--- config.mk ---
export PLATFORM = sky130hd
export DESIGN_NAME = axis_pkt_arbiter_flat
export DESIGN_NICKNAME = d
export VERILOG_FILES = /design/src/rtl/axis_arb_pkg.sv /design/src/rtl/axis_pkt_arbiter_if.sv /design/src/rtl/axis_rr_pick.sv /design/src/rtl/axis_pkt_arbiter.sv /design/src/flat_wrapper.sv
export SDC_FILE = /design/constraint.sdc
export NUM_CORES = 1
export LEC_CHECK = 0
export BUFFER_PORTS_ARGS = -buffer_cell sky130_fd_sc_hd__buf_2
export CORE_ASPECT_RATIO = 0.5
export CORE_MARGIN = 8
export CORE_UTILIZATION = 38
export DETAILED_ROUTE_END_ITERATION = 7
export PLACE_DENSITY = 0.79
export REMOVE_ABC_BUFFERS = 1
export SKIP_CTS_REPAIR_TIMING = 1
export SLEW_MARGIN = 5
export SYNTH_ARGS = -nofsm -noshare
export SYNTH_HDL_FRONTEND = slang
export SYNTH_HIERARCHICAL = 1
export SYNTH_SLANG_ARGS = --single-unit
--- constraint.sdc ---
create_clock -name S_AXI_ACLK -period 1.5 [get_ports S_AXI_ACLK]
set_input_delay 0.225 -clock S_AXI_ACLK [delete_from_list [all_inputs] [get_ports S_AXI_ACLK]]
set_output_delay 0.225 -clock S_AXI_ACLK [all_outputs]
set_load 0.01 [all_outputs]
--- src/rtl/axis_arb_pkg.sv ---
// Shared types and helpers for the packet-level AXI-Stream arbiter.
//   arb_state_t : arbiter FSM state (idle / grant held through TLAST)
//   wrap_inc    : index increment modulo a runtime count (not 2^width)
package axis_arb_pkg;

  localparam int unsigned ARB_NIN_MIN = 2;
  localparam int unsigned ARB_NIN_MAX = 16;

  typedef enum logic {
    ARB_IDLE   = 1'b0,
    ARB_LOCKED = 1'b1
  } arb_state_t;

  // Next index after idx, wrapping from nin-1 back to 0.
  function automatic int unsigned wrap_inc(input int unsigned idx, input int unsigned nin);
    return (idx + 32'd1 >= nin) ? 32'd0 : idx + 32'd1;
  endfunction

endpackage

--- src/rtl/axis_pkt_arbiter_if.sv ---
// AXI-Stream bundle of N parallel lanes sharing one data bus layout.
//   tvalid/tready/tlast : one bit per lane
//   tdata               : lane i at [i*DW +: DW]
//   tid                 : stream id of the beat (used on single-lane outputs)
// master drives payload and consumes ready; slave is the mirror.
interface axis_pkt_arbiter_if #(
  parameter int unsigned N  = 1,
  parameter int unsigned DW = 16,
  parameter int unsigned IW = 1
);

  logic [N-1:0]    tvalid;
  logic [N-1:0]    tready;
  logic [N*DW-1:0] tdata;
  logic [N-1:0]    tlast;
  logic [IW-1:0]   tid;

  modport master (
    output tvalid,
    output tdata,
    output tlast,
    output tid,
    input  tready
  );

  modport slave (
    input  tvalid,
    input  tdata,
    input  tlast,
    input  tid,
    output tready
  );

endinterface

--- src/rtl/axis_rr_pick.sv ---
// Combinational rotate-priority picker: returns the first set request at or
// above ptr, wrapping modulo NIN.
//   req : request vector, bit i = source i
//   ptr : starting index for the search (must be < NIN)
//   idx : winning source index (0 when no request)
//   any : at least one request present
module axis_rr_pick #(
  parameter  int unsigned NIN = 4,
  localparam int unsigned IW  = $clog2(NIN)
) (
  input  logic [NIN-1:0] req,
  input  logic [IW-1:0]  ptr,
  output logic [IW-1:0]  idx,
  output logic           any
);

  int unsigned cand;

  // Walk offsets from farthest to nearest so the nearest hit wins.
  always_comb begin
    idx  = '0;
    any  = |req;
    cand = 32'd0;
    for (int unsigned off = NIN; off > 0; off--) begin
      cand = 32'(ptr) + off - 32'd1;
      if (cand >= NIN) begin
        cand = cand - NIN;
      end
      if (req[IW'(cand)]) begin
        idx = IW'(cand);
      end
    end
  end

endmodule

--- src/rtl/axis_pkt_arbiter.sv ---
// Packet-level round-robin arbiter: NIN AXI-Stream inputs share one output.
// A grant is held from the first beat of a packet through its TLAST beat.
//   S_AXI_ACLK   : clock
//   S_AXI_ARESET : synchronous active-high reset
//   s_axis       : NIN input lanes (valid/ready/data/last per lane)
//   m_axis       : single output lane, all payload registered, tid = source
//   o_busy       : grant held
//   o_grant      : current or most recent granted source
module axis_pkt_arbiter
  import axis_arb_pkg::*;
#(
  parameter  int unsigned NIN = 4,
  parameter  int unsigned DW  = 16,
  localparam int unsigned IW  = $clog2(NIN)
) (
  input  logic               S_AXI_ACLK,
  input  logic               S_AXI_ARESET,
  axis_pkt_arbiter_if.slave  s_axis,
  axis_pkt_arbiter_if.master m_axis,
  output logic               o_busy,
  output logic [IW-1:0]      o_grant
);

  arb_state_t     state_q, state_d;
  logic [IW-1:0]  grant_q, grant_d;
  logic [IW-1:0]  rr_ptr_q, rr_ptr_d;

  logic           m_valid_q, m_valid_d;
  logic [DW-1:0]  m_data_q, m_data_d;
  logic           m_last_q, m_last_d;
  logic [IW-1:0]  m_tid_q, m_tid_d;

  logic [IW-1:0]  pick_idx;
  logic           pick_any;
  logic           out_free_c;
  logic           accept_c;
  logic [NIN-1:0] s_ready_c;

  // Input-side tid is not part of arbitration.
  logic unused_s_tid;
  assign unused_s_tid = ^s_axis.tid;

  axis_rr_pick #(.NIN(NIN)) u_pick (
    .req (s_axis.tvalid),
    .ptr (rr_ptr_q),
    .idx (pick_idx),
    .any (pick_any)
  );

  // Output register can take a beat when empty or draining this cycle.
  assign out_free_c = !m_valid_q || m_axis.tready[0];

  // Next-state, ready and output-register load logic.
  always_comb begin
    state_d   = state_q;
    grant_d   = grant_q;
    rr_ptr_d  = rr_ptr_q;
    m_valid_d = m_valid_q;
    m_data_d  = m_data_q;
    m_last_d  = m_last_q;
    m_tid_d   = m_tid_q;
    s_ready_c = '0;
    accept_c  = 1'b0;

    case (state_q)
      ARB_IDLE: begin
        if (pick_any) begin
          grant_d = pick_idx;
          state_d = ARB_LOCKED;
        end
      end
      ARB_LOCKED: begin
        s_ready_c[grant_q] = out_free_c;
        accept_c           = s_axis.tvalid[grant_q] && out_free_c;
        // Release only on an accepted TLAST; a stalled producer keeps the grant.
        if (accept_c && s_axis.tlast[grant_q]) begin
          state_d  = ARB_IDLE;
          rr_ptr_d = IW'(wrap_inc(32'(grant_q), NIN));
        end
      end
      default: begin
        state_d = ARB_IDLE;
      end
    endcase

    if (accept_c) begin
      m_valid_d = 1'b1;
      m_data_d  = s_axis.tdata[32'(grant_q)*DW +: DW];
      m_last_d  = s_axis.tlast[grant_q];
      m_tid_d   = grant_q;
    end else if (m_axis.tready[0]) begin
      m_valid_d = 1'b0;
    end
  end

  // State and output registers.
  always_ff @(posedge S_AXI_ACLK) begin
    if (S_AXI_ARESET) begin
      state_q   <= ARB_IDLE;
      grant_q   <= '0;
      rr_ptr_q  <= '0;
      m_valid_q <= 1'b0;
      m_data_q  <= '0;
      m_last_q  <= 1'b0;
      m_tid_q   <= '0;
    end else begin
      state_q   <= state_d;
      grant_q   <= grant_d;
      rr_ptr_q  <= rr_ptr_d;
      m_valid_q <= m_valid_d;
      m_data_q  <= m_data_d;
      m_last_q  <= m_last_d;
      m_tid_q   <= m_tid_d;
    end
  end

  assign s_axis.tready = s_ready_c;
  assign m_axis.tvalid = m_valid_q;
  assign m_axis.tdata  = m_data_q;
  assign m_axis.tlast  = m_last_q;
  assign m_axis.tid    = m_tid_q;
  assign o_busy        = (state_q == ARB_LOCKED);
  assign o_grant       = grant_q;

endmodule

--- src/flat_wrapper.sv ---
// flat-port wrapper written by rule: the top's interface ports become plain ports
module axis_pkt_arbiter_flat import axis_arb_pkg::*;
#(
  parameter  int unsigned NIN = 4,
  parameter  int unsigned DW  = 16,
  localparam int unsigned IW  = $clog2(NIN)
)
  (S_AXI_ACLK, S_AXI_ARESET, o_busy, o_grant, s_axis_tvalid, s_axis_tdata, s_axis_tlast, s_axis_tid, s_axis_tready, m_axis_tvalid, m_axis_tdata, m_axis_tlast, m_axis_tid, m_axis_tready);
  axis_pkt_arbiter_if #(.N(4), .DW(DW), .IW(2)) s_axis_i ();
  axis_pkt_arbiter_if #(.N(1), .DW(DW), .IW(2)) m_axis_i ();
  input  logic S_AXI_ACLK;
  input  logic S_AXI_ARESET;
  output logic o_busy;
  output logic [IW-1:0] o_grant;
  input wire logic [$bits(s_axis_i.tvalid)-1:0] s_axis_tvalid;
  input wire logic [$bits(s_axis_i.tdata)-1:0] s_axis_tdata;
  input wire logic [$bits(s_axis_i.tlast)-1:0] s_axis_tlast;
  input wire logic [$bits(s_axis_i.tid)-1:0] s_axis_tid;
  output wire logic [$bits(s_axis_i.tready)-1:0] s_axis_tready;
  output wire logic [$bits(m_axis_i.tvalid)-1:0] m_axis_tvalid;
  output wire logic [$bits(m_axis_i.tdata)-1:0] m_axis_tdata;
  output wire logic [$bits(m_axis_i.tlast)-1:0] m_axis_tlast;
  output wire logic [$bits(m_axis_i.tid)-1:0] m_axis_tid;
  input wire logic [$bits(m_axis_i.tready)-1:0] m_axis_tready;
  assign s_axis_i.tvalid = s_axis_tvalid;
  assign s_axis_i.tdata = s_axis_tdata;
  assign s_axis_i.tlast = s_axis_tlast;
  assign s_axis_i.tid = s_axis_tid;
  assign s_axis_tready = s_axis_i.tready;
  assign m_axis_tvalid = m_axis_i.tvalid;
  assign m_axis_tdata = m_axis_i.tdata;
  assign m_axis_tlast = m_axis_i.tlast;
  assign m_axis_tid = m_axis_i.tid;
  assign m_axis_i.tready = m_axis_tready;
  axis_pkt_arbiter #(.NIN(NIN), .DW(DW)) u_core (.S_AXI_ACLK(S_AXI_ACLK), .S_AXI_ARESET(S_AXI_ARESET), .s_axis(s_axis_i), .m_axis(m_axis_i), .o_busy(o_busy), .o_grant(o_grant));
endmodule
==> out/metrics.cfg <==
[status]
run_status = finished, violations left
violations = setup timing

[logic_synthesis]
synthCells = 156
ys_seq_area_share_pct = 31.9
yosysWarnings = 6
synthArstFlopShare_pct = 0
synth.cell_area_mm2 = 0.00157
ys.flop_type = dfxtp_1
synth_largest_area_cell = dfxtp_1
synth_area_per_cell_um2 = 10.1
synth.distinct_cells = 28
yosys_register_bits = 25
netlist.area_leader.share_pct = 31.9
synth-edff-count = 0
synth_commonest_cells = 38 x nand2_1, 25 x dfxtp_1, 23 x a21oi_1
synth.area.top_cells = dfxtp_1 32%, mux4_2 16%, mux4_1 12%
yosysMostFrequentCell = nand2_1

[place]
place_inst = 311
place.gp.congestion = 0.800
postPlaceCellArea_mm2 = 0.00218
dp_hpwl_mm = 4.13
port_buffers = 101

[floorplanning]
ioPinCount = 104
die_w_um = 107
dieArea_mm2 = 0.00657
rows = 16
die_y_um = 61.4
start_util_pct = 40.0
coreArea_mm2 = 0.00392

[drt]
num_vias = 1675
drt_pass1_iterations = 4
viasPerCell = 5.17
wirelength_mm = 5.45
antenna_left = 0
wl_per_cell_um = 16.8
drtIter0Drc = 107
route.detailed.drc = 0

[layout]
fin_cells = 324
final_cell_area_mm2 = 0.00241
drive_above_1_share_pct = 60.4
antenna_cells = 0
area_growth_pct = 53.8
final_util_pct = 61.5
nets = 352

[pwr]
p_leak_nw = 1.10
power_density_mw_per_mm2 = 710
ir_worst_vdd_mv = 0.248

[worst_setup_path]
r2r_cells = 5
path_max_fanout = 5
cp_data_arrival_time_ps = 1810
end_kind = flop
cp.required_ps = 1700
start_kind = flop
critPathKind = reg -> reg

[global_routing]
track_usage_pct = 13.9
grt_max_degree = 26
first_global_vias = 1649
grt_overflow_total = 0
grt_pass1_wl_mm = 7.32
antenna_found_initial = 0

[clock_tree]
clkLatencyLatePin_ps = 270
cts.htree.levels = 1
clock-root-buffer = clkbuf_8
cts_inserted_buffers = 3
clkSinkCount = 25
clockBufferDepth = 2
clk_pin_slew_ps = 90
cts_tree = built

[sta]
setup_tns_ps = -1910
relSlewSlack_pct = 66.9
skew_ps = 5.04
rsz0062_at_grt = yes
slew_violations = 0
worst_slack_ps = -104
finalSetupViolations = 25
clock.fmax_mhz = 624
period_share_pct = 107
finalHoldViolations = 0
fin_crit_ps = 1600
worstMarginPinSlew_ps = 497

[worst_hold_path]
holdPathStages = 2
hold_class = in -> reg

[flow_run]
max_cap_violations = 0

## final timing paths
kind,slack (ps),to,start
setup / recovery,-100,u_core/m_axis.tdata[13],u_core/o_grant[0]
hold reg to reg,450,u_core/m_axis.tdata[1],u_core/m_axis.tdata[1]
hold / removal,400,u_core/m_axis.tid[0],S_AXI_ARESET
setup reg to reg,-100,u_core/m_axis.tdata[13],u_core/o_grant[0]
## per-layer routing
metal / global-route usage, % / up-vias / wire, um
met2: 30.1 / 46 / 3300
met5: 0 / - / 0
met1: 12.6 / 819 / 1830
met3: 3.44 / 14 / 236
met4: 4.95 / 0 / 74
li1: - / 796 / -
## final cells by class
class | instances | area, um2
fill | 335 | 1510
multi-input combinational | 117 | 1040
timing repair buffer | 122 | 739
sequential | 25 | 509
tap | 54 | 67.6
clock buffer | 3 | 41.3
inverter | 2 | 11.3
clock inverter | 1 | 5.00
## power breakdown
group          total, mW  internal (mW)  leakage (nW)  switching (mW)
registers          0.746          0.707         0.206          0.0390
clock network      0.399          0.186        0.0255           0.213
logic              0.568          0.316         0.873           0.252
total               1.71           1.21          1.10           0.504
## worst max-delay path, cell delays in order, from the launching register on
cell and delay (ps):
dfxtp_4 400, mux4_2 600, nand3_4 180, clkbuf_16 170, nand2_2 50, a21oi_1 130
## sequential cells by signal (all words and copies together), names as in the netlist
name                  count
u_core/m_axis.tlast       1
u_core/m_axis.tid         2
u_core/m_axis.tdata      16
u_core/o_grant            2
u_core/m_axis.tvalid      1
u_core/o_busy             1
u_core/rr_ptr_q           2
## layout by cell type, fill, tap and decap left out, types with 2 or more instances in the layout
cell type	n
nand2b_1	2
mux4_2	11
and3_4	2
buf_6	3
dfxtp_1	22
mux2i_1	2
mux2_2	2
and3_1	3
buf_2	100
dfxtp_4	2
nor2_1	11
a211oi_2	2
nand2_1	32
mux4_1	7
buf_12	3
a21oi_1	21
ha_2	3
clkbuf_8	3
nand2_2	6
buf_4	14
a21oi_2	2
## logic make-up (layout without fill, tap and decap cells)
family	count (synthesis)	count (layout)	share of synthesized area (%)
simple gates	63	63	18.8
buf+inv	14	128	5.50
mux	22	22	30.2
flops	25	25	31.9
compound gates	28	28	10.4
fa+ha+maj	4	4	3.19
## through the flow
step / power [mW] / hold slack, ps / setup slack [ps]
after floorplan: 1.00 / 290 / -670
after global placement: 1.23 / 440 / -86.9
after detailed placement: 1.25 / 446 / -126
after CTS: 1.65 / 378 / -341
after global routing: 1.80 / 420 / -149
final: 1.71 / 402 / -104
Power figures use the tool's default switching activity.
